$ cat src/rtl/spi_txn_arbiter.sv
// rtl/spi_txn_arbiter.sv - round-robin sharing of one SPI byte engine across NUM_REQ requesters
// Optional macro SPI_ARB_TIMEOUT_EN aborts a transaction whose requester stalls for TIMEOUT cycles.
module spi_txn_arbiter #(
  parameter int NUM_REQ  = 2,
  parameter int CS_GUARD = 2,
  parameter int TIMEOUT  = 255
) (
  input  logic                       clk,
  input  logic                       rst,
  input  logic [NUM_REQ-1:0]         req_valid,
  input  logic [8*NUM_REQ-1:0]       req_data,
  input  logic [NUM_REQ-1:0]         req_last,
  output logic [NUM_REQ-1:0]         req_ready,
  output logic                       rsp_valid,
  output logic [7:0]                 rsp_data,
  output logic [$clog2(NUM_REQ)-1:0] rsp_id,
  output logic [NUM_REQ-1:0]         cs_n,
  output logic                       eng_start,
  output logic [7:0]                 eng_tx,
  input  logic                       eng_busy,
  input  logic                       eng_done,
  input  logic [7:0]                 eng_rx,
  output logic                       err
);

  localparam int IW = $clog2(NUM_REQ);
  localparam logic [3:0] GUARD = 4'(CS_GUARD);

  localparam logic [2:0] ST_IDLE  = 3'd0;
  localparam logic [2:0] ST_SETUP = 3'd1;
  localparam logic [2:0] ST_START = 3'd2;
  localparam logic [2:0] ST_WAIT  = 3'd3;
  localparam logic [2:0] ST_NEXT  = 3'd4;
  localparam logic [2:0] ST_HOLD  = 3'd5;

  logic [2:0]    state;
  logic [IW-1:0] grant;
  logic [IW-1:0] rr_ptr;
  logic [IW-1:0] sel;
  logic [3:0]    gcnt;
  logic          last_q;
  logic          fire;

`ifdef SPI_ARB_TIMEOUT_EN
  localparam int TW = $clog2(TIMEOUT + 1);
  logic [TW-1:0] tcnt;
`else
  assign err = 1'b0;
`endif

  // Walk downward so the requester closest to rr_ptr is written last and wins.
  always_comb begin
    sel = rr_ptr;
    for (int k = NUM_REQ - 1; k >= 0; k--) begin
      if (req_valid[(int'(rr_ptr) + k) % NUM_REQ]) begin
        sel = IW'((int'(rr_ptr) + k) % NUM_REQ);
      end
    end
  end

  assign fire = (state == ST_START) && req_valid[grant] && !eng_busy;

  // Handshake and chip selects decode straight from state so reset releases them at once.
  always_comb begin
    req_ready = '0;
    cs_n      = '1;
    eng_start = fire;
    eng_tx    = 8'h00;
    if (fire) begin
      req_ready[grant] = 1'b1;
      eng_tx           = req_data[grant*8 +: 8];
    end
    if (state != ST_IDLE) begin
      cs_n[grant] = 1'b0;
    end
  end

  always_ff @(posedge clk or negedge rst) begin
    if (!rst) begin
      state     <= ST_IDLE;
      grant     <= '0;
      rr_ptr    <= '0;
      gcnt      <= '0;
      last_q    <= 1'b0;
      rsp_valid <= 1'b0;
      rsp_data  <= 8'h00;
      rsp_id    <= '0;
`ifdef SPI_ARB_TIMEOUT_EN
      tcnt      <= '0;
      err       <= 1'b0;
`endif
    end else begin
      rsp_valid <= 1'b0;
`ifdef SPI_ARB_TIMEOUT_EN
      err       <= 1'b0;
`endif
      case (state)
        ST_IDLE: begin
          if (|req_valid) begin
            grant <= sel;
            gcnt  <= GUARD;
            state <= ST_SETUP;
          end
        end
        ST_SETUP: begin
          gcnt <= gcnt - 4'd1;
          if (gcnt == 4'd1) begin
            state <= ST_START;
          end
        end
        ST_START: begin
          if (fire) begin
            last_q <= req_last[grant];
            state  <= ST_WAIT;
`ifdef SPI_ARB_TIMEOUT_EN
            tcnt   <= '0;
`endif
          end
`ifdef SPI_ARB_TIMEOUT_EN
          else if (!req_valid[grant]) begin
            if (tcnt == TW'(TIMEOUT - 1)) begin
              err   <= 1'b1;
              tcnt  <= '0;
              gcnt  <= GUARD;
              state <= ST_HOLD;
            end else begin
              tcnt <= tcnt + 1'b1;
            end
          end
`endif
        end
        ST_WAIT: begin
          if (eng_done) begin
            rsp_valid <= 1'b1;
            rsp_data  <= eng_rx;
            rsp_id    <= grant;
            if (last_q) begin
              gcnt  <= GUARD;
              state <= ST_HOLD;
            end else begin
              state <= ST_NEXT;
            end
          end
        end
        ST_NEXT: begin
          state <= ST_START;
        end
        ST_HOLD: begin
          gcnt <= gcnt - 4'd1;
          if (gcnt == 4'd1) begin
            state  <= ST_IDLE;
            rr_ptr <= (grant == IW'(NUM_REQ - 1)) ? '0 : grant + 1'b1;
          end
        end
        default: state <= ST_IDLE;
      endcase
    end
  end

endmodule

$ cat config.mk
export PLATFORM = sky130hd
export DESIGN_NAME = spi_txn_arbiter
export DESIGN_NICKNAME = d
export VERILOG_FILES = /design/src/rtl/spi_txn_arbiter.sv
export SDC_FILE = /design/constraint.sdc
export NUM_CORES = 1
export LEC_CHECK = 0
export ABC_AREA = 1
export CORE_ASPECT_RATIO = 0.6
export CORE_MARGIN = 2
export CORE_UTILIZATION = 42
export CTS_BUF_LIST = sky130_fd_sc_hd__clkbuf_8
export DETAILED_ROUTE_END_ITERATION = 10
export HOLD_SLACK_MARGIN = 0.1
export PLACE_DENSITY = 0.82
export SLEW_MARGIN = 40
export SYNTH_ARGS = -nofsm -noshare
export SYNTH_HDL_FRONTEND = slang
export SYNTH_SLANG_ARGS = --single-unit
$ cat constraint.sdc
create_clock -name clk -period 1.35 [get_ports clk]
set_input_delay 0.2025 -clock clk [delete_from_list [all_inputs] [get_ports clk]]
set_output_delay 0.2025 -clock clk [all_outputs]
set_load 0.05 [all_outputs]
==> results of run 1 <==
-- cell families after synthesis --
group                    after synthesis  share of synthesized area
flip-flops                            20                      0.421
other                                  1                    0.00316
AND/OR/NAND/NOR                      100                      0.360
AO/OA/AOI/OAI                         22                      0.125
adder cells (fa/ha/maj)                2                     0.0211
buffers and inverters                 20                     0.0685
-- timing repair --
action                     4_1_cts
setup endpoints to repair       26
resized for setup               33
setup buffers                   10
pin swaps                        6
gates cloned                     1
-- per-stage QoR --
stage / setup TNS [ns] / hold slack (ns) / util / cells
2_1_floorplan: -4.75 / -0.0931 / - / 165
3_3_place_gp: -4.15 / 0.492 / 0.833 / 260
3_5_place_dp: -5.22 / 0.500 / 0.833 / 260
4_1_cts: -5.36 / 0.289 / 0.928 / 274
==> results.py, run 1 <==
metrics = {
    "cts": {
        "tritoncts.num_buffers": 3,
        "clockBufferDepth": 2,
        "htreeDepth": 1,
        "cts-root-buf": "clkbuf_8",
        "hold_buffers": 0,
        "cts_sinks": 20,
    },
    "synth": {
        "synth.top_cell.area_share": 0.421,
        "yosysUniqueCellTypes": 25,
        "synth.ff_latch_count": 20,
        "yosys.area.top_type": "dfrtp_1",
        "synthTopCellsByCount": "nand2_1 (71), dfrtp_1 (20), nor2_1 (12)",
        "syn_inst": 165,
        "syn-num-nets": 199,
        "synth.most_common_cell": "nand2_1",
        "synth-edff-count": 0,
        "seq_area_frac_synth": 0.421,
        "yosys_warnings": 0,
        "syn_area_sq_um": 1190,
        "synthFlopType": "dfrtp_1",
        "yosys-top-cells-area": "dfrtp_1 (42%), nand2_1 (22%), a21oi_2 (5.9%)",
        "async_reset_ff_frac": 1.00,
        "syn_avg_cell_area_sq_um": 7.20,
    },
    "sta": {
        "crit_endpoint": "eng_tx[2]",
        "endpoint_type": "output port",
    },
    "global_routing": {
        "grt_max_degree": 21,
    },
    "placed_design": {
        "dpl.hpwl_um": 3490,
        "place_area_sq_um": 2160,
        "gp_congestion": 0.932,
        "dp_worst_setup_slack_ns": -0.386,
        "portBuffers": 54,
    },
    "floorplan": {
        "die_y_um": 45.2,
        "row_count": 14,
        "io_pins": 56,
        "fp.dieW_um": 72.6,
        "initial_core_util": 0.458,
    },
    "outcome": {
        "flow.stopped_at": "global routing (5_1_grt)",
        "status": "did not finish",
        "tool.error": "[ERROR DPL-0038] Utilization greater than 100%, impossible to legalize",
    },
}
==> run 2: changes to the inputs <==
==> config.mk (replaced) <==
export PLATFORM = sky130hd
export DESIGN_NAME = spi_txn_arbiter
export DESIGN_NICKNAME = d
export VERILOG_FILES = /design/src/rtl/spi_txn_arbiter.sv
export SDC_FILE = /design/constraint.sdc
export NUM_CORES = 1
export LEC_CHECK = 0
export ABC_AREA = 1
export CORE_MARGIN = 2
export CORE_UTILIZATION = 30
export DETAILED_ROUTE_END_ITERATION = 10
export PLACE_DENSITY_LB_ADDON = 0.15
export SLEW_MARGIN = 40
export SYNTH_ARGS = -nofsm -noshare
export SYNTH_HDL_FRONTEND = slang
export SYNTH_SLANG_ARGS = --single-unit
==> run 2 against run 1 <==
The flow now finishes, with violations (setup timing). Area after synthesis unchanged. Synthesized cell count unchanged.
==> results.py, run 2 <==
metrics = {
    "outcome": {
        "status": "finished with violations",
        "failed_checks": "setup timing",
    },
    "synth": {
        "yosys.area.top_type": "dfrtp_1",
        "syn_area_sq_um": 1190,
        "synth.most_common_cell": "nand2_1",
        "syn_inst": 165,
        "synthFlopType": "dfrtp_1",
        "seq_area_frac_synth": 0.421,
        "syn_avg_cell_area_sq_um": 7.20,
        "async_reset_ff_frac": 1.00,
        "synth.ff_latch_count": 20,
        "synthTopCellsByCount": "nand2_1 (71), dfrtp_1 (20), nor2_1 (12)",
        "yosys_warnings": 0,
        "synth-edff-count": 0,
        "yosys-top-cells-area": "dfrtp_1 (42%), nand2_1 (22%), a21oi_2 (5.9%)",
        "yosysUniqueCellTypes": 25,
        "synth.top_cell.area_share": 0.421,
        "syn-num-nets": 199,
    },
    "finish": {
        "nNetsFinal": 274,
        "final_common_cell": "nand2_1",
        "top_register": "rsp_data",
        "drive_gt1_frac": 0.336,
        "syn_to_final_growth_pct": 96.7,
        "final_cell_mix": "nand2_1 (67), clkdlybuf4s50_1 (31), buf_12 (23)",
        "multi_input_area_sq_um": 728,
        "finish.utilization": 0.624,
        "antennaDiodeCount": 0,
        "top_regs": "rsp_data (8), gcnt (4), state (3)",
        "regArea_sq_um": 500,
        "fill_cells": 317,
        "largest_reg_flops": 8,
    },
    "sta": {
        "setup_viol": 13,
        "slew_violations": 0,
        "min_period_over_period": 1.28,
        "hold_viol": 0,
        "fin_crit_ns": 1.73,
        "fin_ws_ns": -0.382,
        "finClkSkew_ns": 0.00681,
        "max_freq_mhz": 577,
        "finalSetupTns_ns": -4.16,
        "rsz0062_at_grt": "true",
        "fin_hold_ws_ns": 0.288,
    },
    "routing": {
        "ant_nets": 0,
        "wl_per_cell_um": 12.2,
        "drt_wl_total_um": 3500,
        "drtIter0Drc": 60,
        "drc_errors": 0,
        "vias_per_cell": 4.51,
        "drt-pass1-iter-count": 4,
        "num_vias": 1289,
    },
    "cts": {
        "clk_latency_ns": 0.26,
        "cts-root-buf": "clkbuf_8",
        "cts_tree": "built",
        "path_clk_slew_ns": 0.07,
        "htreeDepth": 1,
        "cts_sinks": 20,
        "clockBufferDepth": 2,
        "tritoncts.num_buffers": 3,
    },
    "global_routing": {
        "grt_max_degree": 21,
        "track_usage": 0.169,
        "gr-total-overflow": 0,
        "grt_pass1_wl_um": 5850,
        "antenna_found_initial": 0,
        "first_global_vias": 1377,
    },
    "worst_setup_path": {
        "cpMaxStageDelayCell": "clkdlybuf4s50_1",
        "path_cells": "clkdlybuf4s50_1, inv_1, nand2_1, nand3b_1, nor2_4, inv_8, a21oi_4, buf_12",
        "worstSetupStartpoint": "req_valid[0]",
        "cp_data_arrival_time_ns": 1.53,
        "required_ns": 1.15,
        "critical_path_class": "in -> out",
        "reg2reg_slack_ns": 0.05,
        "setup.worst_path.end": "eng_tx[4]",
        "rr_worst_depth": 8,
        "crit_path_start_kind": "primary input",
        "reg2reg_from": "state[2]",
        "cpPeakStageDelay_ns": 0.48,
        "reg2reg_to": "gcnt[0]",
        "cp_max_fo": 10,
        "end_kind": "output pin",
    },
    "floorplan": {
        "core-area_sq_um": 3740,
        "io_pins": 56,
        "initial_core_util": 0.317,
        "die_y_um": 66.9,
        "dieArea_sq_um": 4480,
        "fp.dieW_um": 66.9,
        "row_count": 22,
    },
    "worst_hold_path": {
        "hold_path.class": "in -> async",
    },
    "placed_design": {
        "dpl.hpwl_um": 2800,
        "portBuffers": 54,
        "gp_congestion": 0.874,
    },
    "pwr": {
        "powerDensity_nw_per_um2": 2140,
        "irDropWorstVdd_uv": 1340,
        "report.power.total_mw": 5.01,
        "power.leakage_nw": 1.07,
    },
    "flow_run": {
        "max_cap_violations": 0,
    },
}
## run 2: cell counts after synthesis
Identical to the previous run, type by type.
## run 2: final cells by class
cell class	count	share of cell area
clock buffer	3	0.0177
inverter	15	0.0284
multi-input combinational	125	0.312
sequential	20	0.214
tap	48	0.0257
timing repair buffer	75	0.402
## run 2: kinds of logic after synthesis
family                     synth area share
and+or+nand+nor                       0.360
AOI/OAI and AO/OA                     0.125
buffers and inverters                0.0685
DFF                                   0.421
adders and majority gates            0.0211
other                               0.00316
## run 2: what timing repair did
| item | in CTS | in global routing |
|---|---|---|
| pin swaps | 2 | 6 |
| cloned | 0 | 0 |
| resized for setup | 7 | 15 |
| hold buffers | 0 | 0 |
| buffers inserted | 2 | 8 |
| endpoints found under the setup margin | 17 | 21 |
## run 2: layer usage
metal / up-vias / share of wire / track usage
met2: 27 / 0.55 / 0.305
li1: 663 / - / -
met5: - / 0 / 0
met1: 591 / 0.39 / 0.192
met4: 0 / 0.016 / 0.0459
met3: 8 / 0.039 / 0.0490
## run 2: power breakdown
part	switching [mW]	internal (mW)	leakage, nW
Clock	0.193	0.199	0.0216
Combinational	1.91	1.56	0.791
Sequential	0.279	0.870	0.254
## run 2: how the worst min path moves through the flow
stage / to / slack, ns / cells after the start
after global routing: gcnt[3] / 0.34 / 2
after floorplan: gcnt[0] / -0.09 / 0
after detailed placement: rr_ptr / 0.47 / 2
final: gcnt[3] / 0.29 / 2
after global placement: rr_ptr / 0.47 / 2
after CTS: gcnt[3] / 0.30 / 2
## run 2: worst max-delay path: cells and delay by family
| family | cells | cell delay, ns |
|---|---|---|
| AND/OR/NAND/NOR | 3 | 0.38 |
| buffers and inverters | 4 | 0.78 |
| AO/OA/AOI/OAI | 1 | 0.15 |
## run 2: stage by stage
step                std cells  worst slack, ns  instance area [sq um]
floorplan                 165           -0.475                   1270
global placement          275           -0.325                   2170
detailed placement        275           -0.373                   2170
CTS                       280           -0.405                   2250
global route              286           -0.450                   2340
finish                    286           -0.382                   2340
Power figures use the tool's default switching activity.
==> RTL change 1, RTL diff (config.mk and constraints of run 2) <==
Add a define of `SPI_ARB_TIMEOUT_EN`.
--- a/src/rtl/spi_txn_arbiter.sv
+++ b/src/rtl/spi_txn_arbiter.sv
@@ -1,5 +1,7 @@
 // rtl/spi_txn_arbiter.sv - round-robin sharing of one SPI byte engine across NUM_REQ requesters
 // Optional macro SPI_ARB_TIMEOUT_EN aborts a transaction whose requester stalls for TIMEOUT cycles.
+`define SPI_ARB_TIMEOUT_EN
+
 module spi_txn_arbiter #(
   parameter int NUM_REQ  = 2,
   parameter int CS_GUARD = 2,
Behaviour: no difference found for any inputs over 10 cycles, from zero or initial values and one cycle with rst low; that may be too few to reach the edited logic, so the function may still have changed.
==> RTL change 1 against run 2 <==
- routed wire length is 38% higher
- sequential cell count grew 9
- clock power grew 100%
- first-iteration DRC count up 8.3%
- critical path depth is the same
- critical endpoint is now eng_tx[6]
- area after synthesis rose by 47%
- largest power group unchanged
- die area rose by 44%
- synthesized cell count increased by 49%
- the flow still finishes with violations (setup timing)
- global-route usage down 0.78 points
- worst setup slack got worse by 0.065 ns
- total power increased by 29%
- final area up 44%
- sequential power up 30%
==> RTL change 1: results (changes against run 2) <==
drt:
  routed_wirelength_mm: 4.84  # was 3.50 mm
  met1_length_mm: 2.14  # was 1.37 mm
  dr_wl_met2_mm: 2.42  # was 1.93 mm
  viasPerCell: 4.41  # was 4.51
  drt_iter0_markers: 65  # was 60
  wl_met3_um: 266  # was 137 um
clock_tree:
  cts-htree-levels: 2  # was 1
  post_cts_resize_count: 23  # was 7
  cts_buffers: 5  # was 3
  clock-sinks: 29  # was 20
  post_cts_buffers: 8  # was 2
layout:
  buffer_area_share_pct: 34.5  # was 40.2%
  num-nets-final: 385  # was 274
  inverters: 25  # was 15
  multi_input_area_mm2: 0.00117  # was 728 um2
  reg.largest.list: "rsp_data (8), tcnt (8), gcnt (4)"  # was rsp_data (8), gcnt (4), state (3)
  fillCellCount: 496  # was 317
  multi_input_cells: 193  # was 125
  area_share_clock_buf_inv_pct: 3.02  # was 1.77%
  nonClockBufferCount: 95  # was 75
  clkbuf_count: 7  # was 3
  drive_above_1_share_pct: 39.1  # was 33.6%
  seq_share_pct: 21.6  # was 21.4%
sta:
  setup_viol: 30  # was 13
  whs_ns: 0.278  # was 0.288 ns
  tns_ns: -8.15  # was -4.16 ns
  setup_ws_ns: -0.446  # was -0.382 ns
global_route:
  grt_max_degree: 30  # was 21
  gr-usage-met1_pct: 20.7  # was 19.2%
  grt_pass1_vias: 1807  # was 1377
  grtUsageTotal_pct: 16.1  # was 16.9%
  use_met2_pct: 27.3  # was 30.5%
  grt_pass1_wl_mm: 8.18  # was 5.85 mm
placement:
  io_buffers: 55  # was 54
  place_ws_ns: -0.551  # was -0.373 ns
  place_area_mm2: 0.00294  # was 0.00217 mm2
worst_setup_path:
  r2r_cells: 11  # was 8
  r2r_setup_slack_ns: -0.28  # was 0.05 ns
  crit_path_max_fanout: 5  # was 10
  critPathSlowestCell: "dfrtp_1"  # was clkdlybuf4s50_1
  crit_family: "simple AND/OR/NAND/NOR gates"  # was buffers and inverters
  worstReg2RegEnd: "tcnt[0]"  # was gcnt[0]
  crit_arrival_ns: 1.59  # was 1.53 ns
logic_synthesis:
  ys_seq_area_share_pct: 41.6  # was 42.1%
  yosys-top-cells-count: "119 x nand2_1, 29 x dfrtp_1, 21 x inv_1, 20 x nor2_1, 16 x nand3_1"  # was 71 x nand2_1, 20 x dfrtp_1, 12 x nor2_1, 10 x inv_1, 9 x o21ai_0
  syn_avg_cell_area_um2: 7.10  # was 7.20 um2
power:
  p_clk_uw: 792  # was 391 uW
  sw_frac_of_total_pct: 43.8  # was 47.5%
  vdd_drop_max_uv: 1050  # was 1340 uV
  p_leak_uw: 0.00166  # was 0.00107 uW
  combPwrFrac_pct: 64.5  # was 69.2%
floorplan:
  n_tap_cell: 72  # was 48
outcome:
  violations: "setup timing"  # unchanged
  status: "complete, but fails checks"  # unchanged
## RTL change 1: cell types whose count changed after synthesis, sizes merged, moves of 3 or more
cell	run 2	this run
nand2	72	119
inv	15	25
nand3	8	18
dfrtp	20	29
nor2	15	24
a21oi	10	6
nand4	0	3
## RTL change 1: cells by family (layout without fill, tap and decap cells)
group	Yosys count	after routing	share of synthesized area [%]
simple gates	166	168	41.6
flops	29	29	41.6
buf+inv	26	128	6.02
compound gates	18	18	6.45
fa+ha+maj	4	4	2.87
xor+xnor	3	3	1.51
## RTL change 1: worst max path at each step
| stage | slack [ns] | cells past startpoint | to | from |
|---|---|---|---|---|
| after floorplan | -0.34 | 6 | eng_tx[0] | grant |
| after global placement | -0.49 | 8 | eng_tx[4] | req_valid[0] |
| after detailed placement | -0.55 | 8 | eng_tx[4] | req_valid[0] |
| after CTS | -0.49 | 8 | eng_tx[6] | state[2] |
| after global routing | -0.57 | 8 | eng_tx[4] | state[2] |
| final | -0.45 | 8 | eng_tx[6] | state[2] |
==> RTL change 2, RTL diff (settings of run 2) <==
Without the edit above. Make the reset (`rst`) synchronous in one clocked block.
--- a/src/rtl/spi_txn_arbiter.sv
+++ b/src/rtl/spi_txn_arbiter.sv
@@ -75,7 +75,7 @@
     end
   end
 
-  always_ff @(posedge clk or negedge rst) begin
+  always_ff @(posedge clk) begin
     if (!rst) begin
       state     <= ST_IDLE;
       grant     <= '0;
Formal check against the unedited RTL: differs if rst is asserted again (counterexample within 4 cycles, from zero or initial values and one cycle with rst low); with rst held inactive, the same outputs for 10 cycles.
==> RTL change 2 against run 2 <==
- the flow still finishes with violations (setup timing)
- die area fell by 5.5%
- critical path type is now reg -> out
- via count grew 12%
- first-iteration DRC count is 33% lower
- largest power group unchanged
- worst setup slack worse by 0.072 ns
- area after synthesis decreased by 5.8%
- clock skew decreased by 0.0060 ns
- final area grew 6.3%
- core utilization is 5.9 points higher
- total power is 34% lower
- critical endpoint unchanged
- routed wire length up 10%
- combinational power decreased by 44%
- sequential cell count stayed put
==> RTL change 2: results (changes against run 2) <==
worst_setup_path:
  endpoint: "eng_tx[4]"  # unchanged
  crit_family: "simple AND/OR/NAND/NOR gates"  # was buffers and inverters
  worstReg2RegEnd: "last_q"  # was gcnt[0]
  crit_arrival_ns: 1.60  # was 1.53 ns
  critical_path.max_stage_delay_ns: 0.34  # was 0.48 ns
  critPathSlowestCell: "dfxtp_2"  # was clkdlybuf4s50_1
  crit_path_max_fanout: 4  # was 10
  startpoint: "grant"  # was req_valid[0]
  r2r_setup_slack_ns: 0.03  # was 0.05 ns
  r2r_cells: 8  # unchanged
logic_synthesis:
  syn_nets: 209  # was 199
  synthAdderAreaFrac_pct: 2.24  # was 2.11%
  synth_area_leaders: "dfxtp_1 36%, nand2_1 21%, a21oi_1 8.9%"  # was dfrtp_1 42%, nand2_1 22%, a21oi_2 5.9%
  synth_mux_area_share_pct: 0  # unchanged
  synth_compound_area_share_pct: 11.3  # was 12.5%
  synthFlopType: "dfxtp_1"  # was dfrtp_1
  ys_seq_area_share_pct: 35.8  # was 42.1%
  yosys-top-cells-count: "64 x nand2_1, 20 x a21oi_1, 20 x dfxtp_1, 18 x nand3_1, 15 x inv_1"  # was 71 x nand2_1, 20 x dfrtp_1, 12 x nor2_1, 10 x inv_1, 9 x o21ai_0
  async_reset_ff_share_pct: 0  # was 100%
  synth_cell_types: 27  # was 25
outcome:
  violations: "setup timing"  # unchanged
  status: "complete, but fails checks"  # unchanged
global_route:
  grtUsageTotal_pct: 18.1  # was 16.9%
  gr-usage-met1_pct: 24.3  # was 19.2%
  use_met3_pct: 3.65  # was 4.90%
  grt_pass1_vias: 1347  # was 1377
  grt_pass1_wl_mm: 6.16  # was 5.85 mm
  use_met2_pct: 30.7  # was 30.5%
  grt_max_degree: 13  # was 21
power:
  vdd_drop_max_uv: 721  # was 1340 uV
  p_leak_uw: 0.00110  # was 0.00107 uW
  p_int_uw: 2000  # was 2630 uW
  powerDensity_mw_per_mm2: 1330  # was 2140 mW/mm2
  combPwrFrac_pct: 58.5  # was 69.2%
placement:
  hpwl_mm: 2.66  # was 2.80 mm
  io_buffers: 54  # unchanged
  place.gp.congestion: 0.795  # was 0.874
drt:
  vias: 1440  # was 1289
  dr_wl_met2_mm: 1.88  # was 1.93 mm
  met1_length_mm: 1.81  # was 1.37 mm
  drt_iter0_markers: 40  # was 60
  wl_per_cell_um: 12.3  # was 12.2 um
  drt_pre_antenna_iters: 3  # was 4
  wl_met3_um: 148  # was 137 um
min_path:
  holdPathStages: 2
  hp-class: "reg -> reg"  # was in -> async
sta:
  tns_ns: -4.78  # was -4.16 ns
  setup_viol: 13  # unchanged
  setup_ws_ns: -0.454  # was -0.382 ns
  fin_skew_ns: 0.000806  # was 0.00681 ns
layout:
  drive_above_1_share_pct: 44.0  # was 33.6%
  fillCellCount: 288  # was 317
  reg.largest.list: "rsp_data (8), gcnt (4), state (3)"  # unchanged
  num-nets-final: 301  # was 274
clock_tree:
  post_cts_buffers: 8  # was 2
  cts_buffers: 3  # unchanged
  post_cts_resize_count: 30  # was 7
RTL change 2: cell families (layout without fill, tap and decap cells):
family                     after synthesis  count (layout)
AOI/OAI and AO/OA                       24              24
adders and majority gates                2               2
buffers and inverters                   24             114
DFF                                     20              20
other                                    1               1
and+or+nand+nor                        104             105
RTL change 2: area by class of cell:
class / instances / share of cell area [%]
timing repair inverter: 1 / 0.302
sequential: 20 / 16.3
clock buffer: 3 / 1.66
inverter: 18 / 3.02
timing repair buffer: 91 / 42.9
multi-input combinational: 132 / 32.2
tap: 48 / 2.42
clock inverter: 1 / 1.21
RTL change 2: per-stage QoR:
step	std cells	instance area (um2)	hold slack (ns)	util (%)	worst slack, ns
floorplan	175	1180	0.323	-	-0.511
global placement	295	2150	0.466	59.3	-0.530
detailed placement	295	2150	0.483	59.3	-0.541
CTS	309	2370	0.495	65.3	-0.402
global route	314	2480	0.511	68.3	-0.554
finish	314	2480	0.490	68.3	-0.454
